## config.mk

```make
export PLATFORM = sky130hd
export DESIGN_NAME = controla_saida
export DESIGN_NICKNAME = d
export VERILOG_FILES = /design/src/rtl/controla_saida.sv
export SDC_FILE = /design/constraint.sdc
export NUM_CORES = 1
export LEC_CHECK = 0
export CELL_PAD_IN_SITES_DETAIL_PLACEMENT = 0
export CELL_PAD_IN_SITES_GLOBAL_PLACEMENT = 2
export CORE_ASPECT_RATIO = 2
export CORE_UTILIZATION = 25
export DETAILED_ROUTE_END_ITERATION = 6
export GPL_TIMING_DRIVEN = 0
export PLACE_DENSITY_LB_ADDON = 0.1
export SYNTH_ARGS = -nofsm -noshare
export SYNTH_HDL_FRONTEND = slang
export SYNTH_SLANG_ARGS = --single-unit
```

## constraint.sdc

```tcl
create_clock -name Clock -period 1.8 [get_ports Clock]
set_clock_uncertainty 0.05 [all_clocks]
set_input_delay 0.54 -clock Clock [delete_from_list [all_inputs] [get_ports Clock]]
set_output_delay 0.54 -clock Clock [all_outputs]
set_load 0.05 [all_outputs]
```

## src/rtl/controla_saida.sv

```systemverilog
// controla_saida: exit-lane FSM with occupancy counter and Full flag; SAIDA_TIMEOUT_EN adds a Liberando watchdog.
module controla_saida #(
  parameter int VAGAS   = 8,
  parameter int CNT_W   = 4,
  parameter int TIMEOUT = 50,
  parameter int TIMER_W = 8
) (
  input  logic             Clock,
  input  logic             reset,
  input  logic             SIs,
  input  logic             SEs,
  input  logic             Entrou,
  output logic             Liberado,
  output logic             Pare,
  output logic             Saiu,
  output logic             Anomalia,
  output logic             Full,
  output logic [CNT_W-1:0] Ocupacao,
  output logic             Timeout,
  output logic [2:0]       state
);
  typedef enum logic [2:0] {
    INICIAL    = 3'd0,
    LIBERANDO  = 3'd1,
    PARE_SAIDA = 3'd2,
    SAINDO     = 3'd3,
    CONCLUIDO  = 3'd4
  } state_t;

  if (VAGAS > 2**CNT_W - 1) begin : g_bad_cnt
    $error("VAGAS does not fit in CNT_W bits");
  end
  if (TIMEOUT > 2**TIMER_W || TIMEOUT < 1) begin : g_bad_tmr
    $error("TIMEOUT out of range for TIMER_W");
  end

  state_t           r_state;
  state_t           w_next;
  logic             w_empty;
  logic             w_dec;
  logic             w_to;
  logic [CNT_W-1:0] w_occ_nx;

`ifdef SAIDA_TIMEOUT_EN
  logic [TIMER_W-1:0] r_tmr;
`endif

  assign state = r_state;

  always_comb begin
    w_empty = Ocupacao == '0;
    w_to    = 1'b0;
    case (r_state)
      INICIAL:               w_next = (SIs && !SEs && !w_empty) ? LIBERANDO : INICIAL;
      LIBERANDO:             w_next = SEs ? (SIs ? PARE_SAIDA : SAINDO) : (SIs ? LIBERANDO : INICIAL);
      PARE_SAIDA, SAINDO:    w_next = SEs ? (SIs ? PARE_SAIDA : SAINDO) : (SIs ? LIBERANDO : CONCLUIDO);
      default:               w_next = INICIAL;
    endcase
`ifdef SAIDA_TIMEOUT_EN
    w_to   = r_state == LIBERANDO && w_next == LIBERANDO && r_tmr == TIMER_W'(TIMEOUT - 1);
    w_next = w_to ? INICIAL : w_next;
`endif
    w_dec    = w_next == CONCLUIDO;
    // a simultaneous entry and exit cancel out
    w_occ_nx = (Entrou && !w_dec) ? ((Ocupacao == CNT_W'(VAGAS)) ? Ocupacao : Ocupacao + CNT_W'(1)) :
               (w_dec && !Entrou) ? (w_empty ? Ocupacao : Ocupacao - CNT_W'(1)) : Ocupacao;
  end

  always_ff @(posedge Clock) begin
    if (reset) begin
      r_state  <= INICIAL;
      Liberado <= 1'b0;
      Pare     <= 1'b0;
      Saiu     <= 1'b0;
      Anomalia <= 1'b0;
      Full     <= 1'b0;
      Ocupacao <= '0;
    end else begin
      r_state  <= w_next;
      Liberado <= w_next == LIBERANDO || w_next == PARE_SAIDA || w_next == SAINDO;
      Pare     <= w_next == PARE_SAIDA;
      Saiu     <= w_dec;
      Anomalia <= r_state == INICIAL && SIs && w_empty;
      Full     <= w_occ_nx == CNT_W'(VAGAS);
      Ocupacao <= w_occ_nx;
    end
  end

`ifdef SAIDA_TIMEOUT_EN
  always_ff @(posedge Clock) begin
    if (reset) begin
      r_tmr   <= '0;
      Timeout <= 1'b0;
    end else begin
      r_tmr   <= (r_state == LIBERANDO && w_next == LIBERANDO) ? r_tmr + TIMER_W'(1) : '0;
      Timeout <= w_to;
    end
  end
`else
  assign Timeout = 1'b0;
  logic w_unused;
  assign w_unused = w_to;
`endif
endmodule
```

==> impl_results.md <==
* Status: complete, no violations
* Layout cells sized above 1 at 0.389
* Slew margin rel. at 0.662
* Port Buffers at 14
* Nets at 118
* XOR/XNOR share of the synthesized area at 0.0239
* Worst IR Drop VDD at 0.452 mV
* Clock share of power at 0.333
* Top-Level Pins at 18
* Mux contribution to synthesized area at 0
* WL/cell at 14.7 µm
* Synth Area in Compound Gates at 0.169
* Top cells by area, synth: dfxtp_1, ha_1, nor2_1, inv_1, nor2b_1
* Most frequent cells in the layout: dlygate4sd2_1, dfxtp_1, nor2_1
* Crit path max fanout at 3
* CTS max path bufs at 2
* Filler cells at 297
* Critical path data arrival time at 1.83 ns
* Seq pwr share at 0.347
* Syn_nets at 92
* Reg2reg path depth at 7
* # DRC at 0
* Combinational power share at 0.320
* Final hold viol count at 0
* Synth Area in Simple Gates at 0.319
* Pin count of the biggest net entering global routing at 11
* Switching Fraction at 0.324
* DRT Pass-1 Iters at 4
* Vias in the first global route at 694
* Clk slew on worst S/H paths at 0.06 ns
* Post-synth EDFFs at 0
* Achievable Freq at 568 MHz
* Chip Height at 78.7 µm
* Initial antenna violation count at 0
* Final HPWL DP at 1540 µm
* Internal power at 592 µW
* Clock Tree Root: clkbuf_8
* Cell count after synthesis at 83
* Setup crit start kind: input pin
* Final ANT Viol Nets at 0
* Initial core utilization at 0.265
* Hold/Removal Path Class: reg -> reg
* Syn_area_per_cell at 8.85 µm²
* CTS tree: yes
* Asr flop ratio synth at 0
* Worst setup EP type: register
* Slew Viols, Final at 0
* # H-tree levels at 1
* RSZ-0062 raised after global routing: yes
* Worst-Margin Slew at 0.507 ns
* All-Layer GR Usage at 0.142
* Vias per cell at 4.89
* Post-synthesis adder-cell area fraction at 0.0681
* Endpoints failing setup at 0
* Die Width at 40.3 µm
* P per Cell Area at 765 nW/µm²
* Footprint of the multi-input gates at 523 µm²
* Fin Hold WS at 0.483 ns
* Post-synthesis sequential area ratio at 0.327
* Synth cell types at 40
* Final Non-Filler Cells at 137
* Seq. cell area at 249 µm²
* Routability cong. at 0.632
* Tmin final at 1.76 ns
* #FFs+latches synth at 12
* Leakage power at 0.000495 µW
* Worst-Skew Late Latency at 0.24 ns
* GR Overflow Total at 0
* Dpl cells at 126
* Hold depth at 2
* Yosys top cell by area: dfxtp_1
* Site row count at 27
* Synthesis warning total at 0
* CTS Sinks at 12
* Tcrit/Tclk final at 0.978
* Die Area at 3170 µm²
* Sw Pwr at 284 µW
* Worst setup path class: in -> reg
* P&R area growth vs syn at 55.7%
* Commonest non-fill, non-tap cell in the layout: dlygate4sd2_1
* Vias at 670
* Post-CTS Hold Fix Bufs at 0
* Initial DRC Count at 11
* Core footprint at 2770 µm²
* Req. time, crit path at 1.87 ns
* Max-cap violations at 0
* WL final at 2010 µm
* Synth top area share at 0.327
* R2r setup slk at 0.08 ns
* Post-synth design cell area at 734 µm²
* Ant. Diodes at 0
* First-pass GRT wire length at 3230 µm
* CTS Buf Count at 3
* Top FF cell, synth: dfxtp_1
* Total power at 875 µW
* Largest family of logic cells by synthesized area: simple AND/OR/NAND/NOR gates
[per-layer routing]
metal / share of wire / wire length (µm) / GRT usage / vias up
met5: 0 / 0 / 0 / -
met4: 0.0030 / 6 / 0.0400 / 0
met2: 0.64 / 1280 / 0.271 / 7
li1: - / - / - / 341
met3: 0.015 / 31 / 0.0169 / 2
met1: 0.35 / 694 / 0.143 / 320
[synth_stat cells, types with 2 or more instances]
cell / number
ha_1: 4
nor2_1: 9
nor2b_1: 4
inv_1: 7
a21o_1: 2
nand3_1: 3
nand4_1: 3
nand2_1: 3
buf_6: 2
a31oi_1: 2
o2bb2ai_1: 2
nand2_2: 2
dfxtp_1: 12
nor3_1: 2
[repair_timing]
item                       CTS  global route
setup buffers                2             5
pin swaps                    7             6
setup endpoints to repair   20             4
gates resized for setup     37            12
[cell type report]
class / count / area share
multi-input combinational: 59 / 0.457
clock buffer: 4 / 0.0481
timing repair buffer: 21 / 0.173
tap: 29 / 0.0317
sequential: 12 / 0.218
buffer: 5 / 0.0339
inverter: 7 / 0.0383
[stage by stage]
step	utilization	instance area (µm²)	setup TNS (ns)	setup slack (ns)
floorplan	-	768	0	0.00666
global placement	0.341	945	-5.21	-0.799
detailed placement	0.341	945	-5.27	-0.801
CTS	0.382	1060	-0.0416	-0.0416
global route	0.413	1140	-0.0366	-0.0346
finish	0.413	1140	0	0.0400
[critical path: stages]
cell	delay (ns)
buf_12	0.11
clkinv_8	0.04
buf_4	0.10
ha_4	0.11
or4b_1	0.42
nand4_1	0.12
a221oi_2	0.07
and2_4	0.19
nor4b_4	0.12
[kinds of logic after synthesis]
family	count (synthesis)
compound gates	15
xor+xnor	2
fa+ha+maj	4
buf+inv	12
flops	12
other cells	1
simple gates	37
[worst paths after layout]
path | startpoint | endpoint
worst min-delay path | state[1] | state[2]
worst max-delay path | SEs | Full
worst min register to register | state[1] | state[2]
worst max register to register | Ocupacao[0] | Full
[state kept, by name, summed over array words and instances, names as in the netlist]
signal and flops:
Ocupacao 4, state 3, Anomalia 1, Full 1, Liberado 1, Pare 1, Saiu 1
[power groups by stage]
stage / clock network (µW) / logic [µW] / registers, µW
3_5_place_dp: 0 / 247 / 308
4_1_cts: 300 / 262 / 303
6_report: 291 / 280 / 303
5_1_grt: 317 / 300 / 307
3_3_place_gp: 0 / 249 / 307
2_1_floorplan: 0 / 120 / 365
No activity file was read; power rests on OpenSTA's default activity.
